**config.mk**
```make
export PLATFORM = sky130hd
export DESIGN_NAME = alu_input_ctrl_flat
export DESIGN_NICKNAME = d
export VERILOG_FILES = /design/src/rtl/alu_input_ctrl_pkg.sv /design/src/rtl/alu_input_ctrl_if.sv /design/src/rtl/alu_input_ctrl_debounce_bit.sv /design/src/rtl/alu_input_ctrl.sv /design/src/flat_wrapper.sv
export SDC_FILE = /design/constraint.sdc
export NUM_CORES = 1
export LEC_CHECK = 0
export ABC_AREA = 1
export CORE_UTILIZATION = 53
export DETAILED_ROUTE_END_ITERATION = 6
export PLACE_DENSITY = 0.76
export SYNTH_ARGS = -nofsm -noshare
export SYNTH_HDL_FRONTEND = slang
export SYNTH_SLANG_ARGS = --single-unit
```
**constraint.sdc**
```tcl
create_clock -name CLOCK_50 -period 3.4 [get_ports CLOCK_50]
set_clock_uncertainty 0.2 [all_clocks]
set_input_delay 0.34 -clock CLOCK_50 [delete_from_list [all_inputs] [get_ports CLOCK_50]]
set_output_delay 0.34 -clock CLOCK_50 [all_outputs]
set_load 0.1 [all_outputs]
```
**src/rtl/alu_input_ctrl_pkg.sv**
```systemverilog
// Shared types and widths for the ALU input-conditioning slice.
package alu_input_pkg;

  localparam int WORD_W = 32;
  localparam int OP_W   = 4;
  localparam int HALF_W = 16;
  localparam int KEY_W  = 4;
  localparam int SW_W   = 18;

  typedef logic [WORD_W-1:0] word_t;

  // Upper-half fill patterns selected by SW[16].
  typedef enum logic [HALF_W-1:0] {
    FILL_ZERO = 16'h0000,
    FILL_ONES = 16'hFFFF
  } fill_t;

  // Build a 32-bit operand from the fill select bit and the low half.
  function automatic word_t make_operand(input logic fill_sel, input logic [HALF_W-1:0] low);
    fill_t fill;
    fill = fill_sel ? FILL_ONES : FILL_ZERO;
    return {fill, low};
  endfunction

endpackage

```
**src/rtl/alu_input_ctrl_if.sv**
```systemverilog
// Pin-side and ALU-side signals of the input-conditioning stage.
// master: the conditioning stage; slave: board / ALU side.
interface alu_input_ctrl_if;
  import alu_input_pkg::*;

  logic [KEY_W-1:0] KEY;
  logic [SW_W-1:0]  SW;
  logic [OP_W-1:0]  aluop;
  word_t            portA;
  word_t            portB;
  logic             load_a;
  logic             load_b;

  modport master (input KEY, SW, output aluop, portA, portB, load_a, load_b);
  modport slave  (output KEY, SW, input aluop, portA, portB, load_a, load_b);

endinterface

```
**src/rtl/alu_input_ctrl_debounce_bit.sv**
```systemverilog
// Single-bit debouncer: stable state plus a counter of consecutive
// differing cycles. rise/fall are asserted in the cycle before the edge
// on which out changes, so consumers registering them update on that edge.
module debounce_bit #(
  parameter int unsigned CYCLES    = 500000,
  parameter logic        RESET_VAL = 1'b1
) (
  input  logic CLOCK_50,
  input  logic RESET,
  input  logic in,
  output logic out,
  output logic rise,
  output logic fall
);

  localparam int unsigned CNT_W = $clog2(CYCLES);
  localparam logic [CNT_W-1:0] CNT_LAST = CNT_W'(CYCLES - 1);

  logic             out_q, out_d;
  logic [CNT_W-1:0] cnt_q, cnt_d;
  logic             flip;

  // Count while the input disagrees with the stable state; flip at the limit.
  always_comb begin
    out_d = out_q;
    cnt_d = '0;
    flip  = 1'b0;
    if (in != out_q) begin
      if (cnt_q == CNT_LAST) begin
        flip  = 1'b1;
        out_d = ~out_q;
      end else begin
        cnt_d = cnt_q + 1'b1;
      end
    end
  end

  // State register with synchronous reset to the released level.
  always_ff @(posedge CLOCK_50) begin
    if (RESET) begin
      out_q <= RESET_VAL;
      cnt_q <= '0;
    end else begin
      out_q <= out_d;
      cnt_q <= cnt_d;
    end
  end

  assign out  = out_q;
  assign rise = flip & ~out_q;
  assign fall = flip & out_q;

endmodule

```
**src/rtl/alu_input_ctrl.sv**
```systemverilog
// ALU input conditioning: synchronize and debounce KEY/SW, drive aluop,
// portA/portB and one-cycle load strobes.
// Optional macro ALU_INPUT_OP_LATCH_EN: aluop bits toggle on debounced
// key presses instead of following the key levels.
module alu_input_ctrl
  import alu_input_pkg::*;
#(
  parameter int unsigned DEBOUNCE_CYCLES = 500000
) (
  input logic              CLOCK_50,
  input logic              RESET,
  alu_input_ctrl_if.master bus
);

  localparam int unsigned CNT_W = $clog2(DEBOUNCE_CYCLES);
  localparam logic [CNT_W-1:0] CNT_PRE  = CNT_W'(DEBOUNCE_CYCLES - 2);
  localparam logic [CNT_W-1:0] CNT_LAST = CNT_W'(DEBOUNCE_CYCLES - 1);

  logic [KEY_W-1:0] key_s1_q, key_s1_d, key_s2_q, key_s2_d;
  logic [SW_W-1:0]  sw_s1_q, sw_s1_d, sw_s2_q, sw_s2_d;
  logic [KEY_W-1:0] key_stable, key_rise, key_fall;

  logic [SW_W-1:0]  sw_cand_q, sw_cand_d, sw_comm_q, sw_comm_d;
  logic [CNT_W-1:0] sw_cnt_q, sw_cnt_d;
  word_t            port_a_q, port_a_d, port_b_q, port_b_d;
  logic             load_a_q, load_a_d, load_b_q, load_b_d;

  // Two-flop synchronizer stages.
  always_comb begin
    key_s1_d = bus.KEY;
    key_s2_d = key_s1_q;
    sw_s1_d  = bus.SW;
    sw_s2_d  = sw_s1_q;
  end

  // Synchronizer registers: keys reset released, switches reset low.
  always_ff @(posedge CLOCK_50) begin
    if (RESET) begin
      key_s1_q <= '1;
      key_s2_q <= '1;
      sw_s1_q  <= '0;
      sw_s2_q  <= '0;
    end else begin
      key_s1_q <= key_s1_d;
      key_s2_q <= key_s2_d;
      sw_s1_q  <= sw_s1_d;
      sw_s2_q  <= sw_s2_d;
    end
  end

  for (genvar i = 0; i < KEY_W; i++) begin : g_key
    debounce_bit #(
      .CYCLES   (DEBOUNCE_CYCLES),
      .RESET_VAL(1'b1)
    ) u_db (
      .CLOCK_50(CLOCK_50),
      .RESET   (RESET),
      .in      (key_s2_q[i]),
      .out     (key_stable[i]),
      .rise    (key_rise[i]),
      .fall    (key_fall[i])
    );
  end

  // Whole-vector switch debounce. The candidate always trails the synced
  // vector by one cycle, so the commit fires when the counter steps onto
  // its last value; that lands DEBOUNCE_CYCLES after the synced change.
  always_comb begin
    sw_cand_d = sw_cand_q;
    sw_cnt_d  = sw_cnt_q;
    sw_comm_d = sw_comm_q;
    port_a_d  = port_a_q;
    port_b_d  = port_b_q;
    load_a_d  = 1'b0;
    load_b_d  = 1'b0;
    if (sw_s2_q != sw_cand_q) begin
      sw_cand_d = sw_s2_q;
      sw_cnt_d  = '0;
    end else if (sw_cnt_q != CNT_LAST) begin
      sw_cnt_d = sw_cnt_q + 1'b1;
      if (sw_cnt_q == CNT_PRE && sw_cand_q != sw_comm_q) begin
        sw_comm_d = sw_cand_q;
        if (sw_cand_q[SW_W-1]) begin
          port_b_d = make_operand(sw_cand_q[HALF_W], sw_cand_q[HALF_W-1:0]);
          load_b_d = 1'b1;
        end else begin
          port_a_d = make_operand(sw_cand_q[HALF_W], sw_cand_q[HALF_W-1:0]);
          load_a_d = 1'b1;
        end
      end
    end
  end

  // Switch debouncer and operand registers.
  always_ff @(posedge CLOCK_50) begin
    if (RESET) begin
      sw_cand_q <= '0;
      sw_cnt_q  <= '0;
      sw_comm_q <= '0;
      port_a_q  <= '0;
      port_b_q  <= '0;
      load_a_q  <= 1'b0;
      load_b_q  <= 1'b0;
    end else begin
      sw_cand_q <= sw_cand_d;
      sw_cnt_q  <= sw_cnt_d;
      sw_comm_q <= sw_comm_d;
      port_a_q  <= port_a_d;
      port_b_q  <= port_b_d;
      load_a_q  <= load_a_d;
      load_b_q  <= load_b_d;
    end
  end

`ifdef ALU_INPUT_OP_LATCH_EN
  logic [OP_W-1:0] aluop_q, aluop_d;
  logic            unused_key;

  // Sticky opcode: each debounced press toggles its bit.
  always_comb begin
    aluop_d = aluop_q ^ key_fall;
  end

  // Opcode register.
  always_ff @(posedge CLOCK_50) begin
    if (RESET) aluop_q <= '0;
    else       aluop_q <= aluop_d;
  end

  assign unused_key = ^{key_rise, key_stable};
  assign bus.aluop  = aluop_q;
`else
  logic unused_key;
  assign unused_key = ^{key_rise, key_fall};
  assign bus.aluop  = ~key_stable;
`endif

  assign bus.portA  = port_a_q;
  assign bus.portB  = port_b_q;
  assign bus.load_a = load_a_q;
  assign bus.load_b = load_b_q;

endmodule

```
**src/flat_wrapper.sv**
```systemverilog
// flat-port wrapper written by rule: the top's interface ports become plain ports
module alu_input_ctrl_flat import alu_input_pkg::*;
#(
  parameter int unsigned DEBOUNCE_CYCLES = 500000
)
  (CLOCK_50, RESET, bus_KEY, bus_SW, bus_aluop, bus_portA, bus_portB, bus_load_a, bus_load_b);
  alu_input_ctrl_if bus_i ();
  input logic CLOCK_50;
  input logic RESET;
  input wire logic [$bits(bus_i.KEY)-1:0] bus_KEY;
  input wire logic [$bits(bus_i.SW)-1:0] bus_SW;
  output wire logic [$bits(bus_i.aluop)-1:0] bus_aluop;
  output wire logic [$bits(bus_i.portA)-1:0] bus_portA;
  output wire logic [$bits(bus_i.portB)-1:0] bus_portB;
  output wire logic [$bits(bus_i.load_a)-1:0] bus_load_a;
  output wire logic [$bits(bus_i.load_b)-1:0] bus_load_b;
  assign bus_i.KEY = bus_KEY;
  assign bus_i.SW = bus_SW;
  assign bus_aluop = bus_i.aluop;
  assign bus_portA = bus_i.portA;
  assign bus_portB = bus_i.portB;
  assign bus_load_a = bus_i.load_a;
  assign bus_load_b = bus_i.load_b;
  alu_input_ctrl #(.DEBOUNCE_CYCLES(DEBOUNCE_CYCLES)) u_core (.CLOCK_50(CLOCK_50), .RESET(RESET), .bus(bus_i));
endmodule
```
==> flow_metrics.env <==
export IMPL_wl_met1_microns=9072
export IMPL_die_h_microns=134.7
export IMPL_cp_required_ns=2.86
export IMPL_h_tree_depth=1
export IMPL_hold_viol=0
export IMPL_p_per_area_nw_per_um2=473.8
export IMPL_gr_total_overflow=0
export IMPL_dr_wl_met3_microns=1166
export IMPL_endpoint_kind="output port"
export IMPL_worstSkewPairLatency_ns=0.50
export IMPL_synth_area_per_cell_sq_um=7.101
export IMPL_drt_iter0_drc=540
export IMPL_cts_tree="yes"
export IMPL_grt_pass1_wl_microns=32060
export IMPL_layout_nets=1409
export IMPL_cts_root_buf="clkbuf_16"
export IMPL_worstMarginPinSlew_ns=1.020
export IMPL_grt_pass1_vias=7065
export IMPL_startpoint_type="flip-flop"
export IMPL_hpwl_microns=13500
export IMPL_start_util=0.5417
export IMPL_cts_sinks=215
export IMPL_io_pins=94
export IMPL_routed_via_density=4.884
export IMPL_fmax_ghz=0.3844
export IMPL_worst_setup_path_type="flip-flop to output port"
export IMPL_detail_route_wl_per_cell_microns=11.82
export IMPL_fin_area_sq_um=10870
export IMPL_ys_top_cells_by_area="dfxtp_1 46%, nand2_1 11%, nor2_1 9.4%"
export IMPL_ant_nets=0
export IMPL_post_cts_buffers=0
export IMPL_synth_ff_type="dfxtp_1"
export IMPL_maxCapViolations=0
export IMPL_diodes=0
export IMPL_synth_edf_count=0
export IMPL_yosys_area_top_type="dfxtp_1"
export IMPL_dr_pass1_iters=5
export IMPL_ys_types=35
export IMPL_critPathSlowestCell="clkdlybuf4s50_1"
export IMPL_placementRows=48
export IMPL_hold_ws_ns=0.1482
export IMPL_cts_buffers=23
export IMPL_clk_pin_slew_ns=0.06
export IMPL_netlist_area_sq_um=9338
export IMPL_grt_max_degree=68
export IMPL_finalPower_mw=5.151
export IMPL_crit_path_max_fanout=3
export IMPL_leakage_nw=4.572
export IMPL_die_w_microns=134.7
export IMPL_antenna_found_initial=0
export IMPL_gp_congestion=0.9250
export IMPL_fillers=1546
export IMPL_grt_usage=0.2130
export IMPL_drive_gt1_frac=0.07466
export IMPL_outcome="finished clean"
export IMPL_crit_chain="inv_1 > clkdlybuf4s50_1"
export IMPL_area_growth_pct=16.44
export IMPL_remaining_drc_errors=0
export IMPL_netlist_instances=1315
export IMPL_die_area_sq_um=18150
export IMPL_hold_path_class="input pin to flip-flop"
export IMPL_hold_buffers=0
export IMPL_postSynth_asyncResetShare=0
export IMPL_yosysTopAreaCellShare=0.4609
export IMPL_cpPeakStageDelay_ns=1.14
export IMPL_dpl_instance_area_sq_um=10140
export IMPL_cts_resized=0
export IMPL_postLayoutCoreUtil=0.6308
export IMPL_num_vias=7903
export IMPL_wirelength_microns=19120
export IMPL_max_vdd_ir_drop_mv=0.3795
export IMPL_ys_seq_elements=215
export IMPL_route_met2_wl_microns=8287
export IMPL_finalSetupTns_ns=0
export IMPL_finalSetupViolations=0
export IMPL_relSlewSlack=0.3178
export IMPL_coreArea_sq_um=17240
export IMPL_rsz0062_at_grt="no"
export IMPL_ys_warn_count=0
export IMPL_highest_layer="met4"
export IMPL_timing_final_crit_share=0.7651
export IMPL_ys_seq_area_frac=0.4609
export IMPL_crit_arrival_ns=2.06
export IMPL_period_needed_ns=2.601
export IMPL_maxSlewViolCount=0
export IMPL_clk_path_buf_depth=3
export IMPL_syn_nets=1345
export IMPL_port_buffers=93
final cells by class:
class                      instances  area (sq um)  area share
timing repair buffer              98         878.3     0.08078
clock inverter                     6         55.05    0.005063
clock buffer                      33         673.1     0.06191
sequential                       215          4304      0.3959
inverter                         202         758.2     0.06974
tap                              225         281.5     0.02589
multi-input combinational        839          3923      0.3608
metal layers:
layer / GRT usage / up-vias
li1: - / 4185
met1: 0.2878 / 3438
met2: 0.3448 / 238
met3: 0.03266 / 42
met4: 0.07678 / 0
met5: 0 / -
report_power, final:
part           total (mW)  switching, mW  internal (mW)
clock                2.41          0.970           1.44
combinational       0.165         0.0979         0.0676
sequential           2.58         0.0243           2.55
total                5.15           1.09           4.06
synthesized netlist by cell type (3+ instances only):
master,number
a21oi_1,44
buf_1,6
buf_2,9
buf_4,30
clkbuf_1,13
dfxtp_1,215
ha_1,6
inv_1,198
inv_2,3
nand2_1,269
nand3_1,69
nand3b_1,3
nand4_1,29
nor2_1,233
nor2_4,3
nor3_1,53
nor3b_1,7
nor4_1,8
o211ai_1,3
o21a_1,5
o21ai_0,43
or2_2,16
xnor2_1,14
xor2_1,21
stage by stage:
step / setup WS [ns] / std cells
4_1_cts: 0.7874 / 1618
6_report: 0.7987 / 1618
3_3_place_gp: 1.083 / 1579
2_1_floorplan: 1.235 / 1315
3_5_place_dp: 0.9804 / 1579
5_1_grt: 0.6695 / 1618
layout by cell type, fill, tap and decap left out, types with 39 or more instances in the layout:
cell / instances
a21oi_1: 44
buf_4: 39
clkdlybuf4s50_1: 58
dfxtp_1: 215
inv_1: 198
nand2_1: 269
nand3_1: 69
nor2_1: 233
nor3_1: 53
o21ai_0: 43
worst max-delay path: cells and delay by family, from the launching register on:
| family | cells | cell delay [ns] |
|---|---|---|
| DFF | 1 | 0.32 |
| buffers and inverters | 2 | 1.24 |
state kept, by name (all words and copies together), names as in the netlist, 17 cells and up:
register / flops
u_core.g_key.u_db.cnt_q: 76
u_core.sw_cnt_q: 19
u_core.sw_cand_q: 18
u_core.sw_comm_q: 18
u_core.sw_s1_q: 18
u_core.sw_s2_q: 18
u_core.bus.portA: 17
u_core.bus.portB: 17
final timing paths:
check                           start             endpoint  slack [ns]  cells after the start
min                         bus_SW[8]    u_core.sw_s1_q[8]        0.15                      3
max reg2reg        u_core.sw_cnt_q[0]  u_core.sw_comm_q[1]        0.97                     10
min reg2reg        u_core.sw_s1_q[11]   u_core.sw_s2_q[11]        0.20                      2
max          u_core.g_key[2].u_db.out         bus_aluop[2]        0.80                      2
logic make-up (layout without fill, tap and decap cells):
kind of cell | count (synthesis) | count (layout) | share of synthesized area
fa+ha+maj | 6 | 6 | 0.008039
xor+xnor | 35 | 35 | 0.03283
flops | 215 | 215 | 0.4609
compound gates | 99 | 99 | 0.05601
buf+inv | 261 | 339 | 0.1190
simple gates | 699 | 699 | 0.3232
Power figures use the tool's default switching activity.
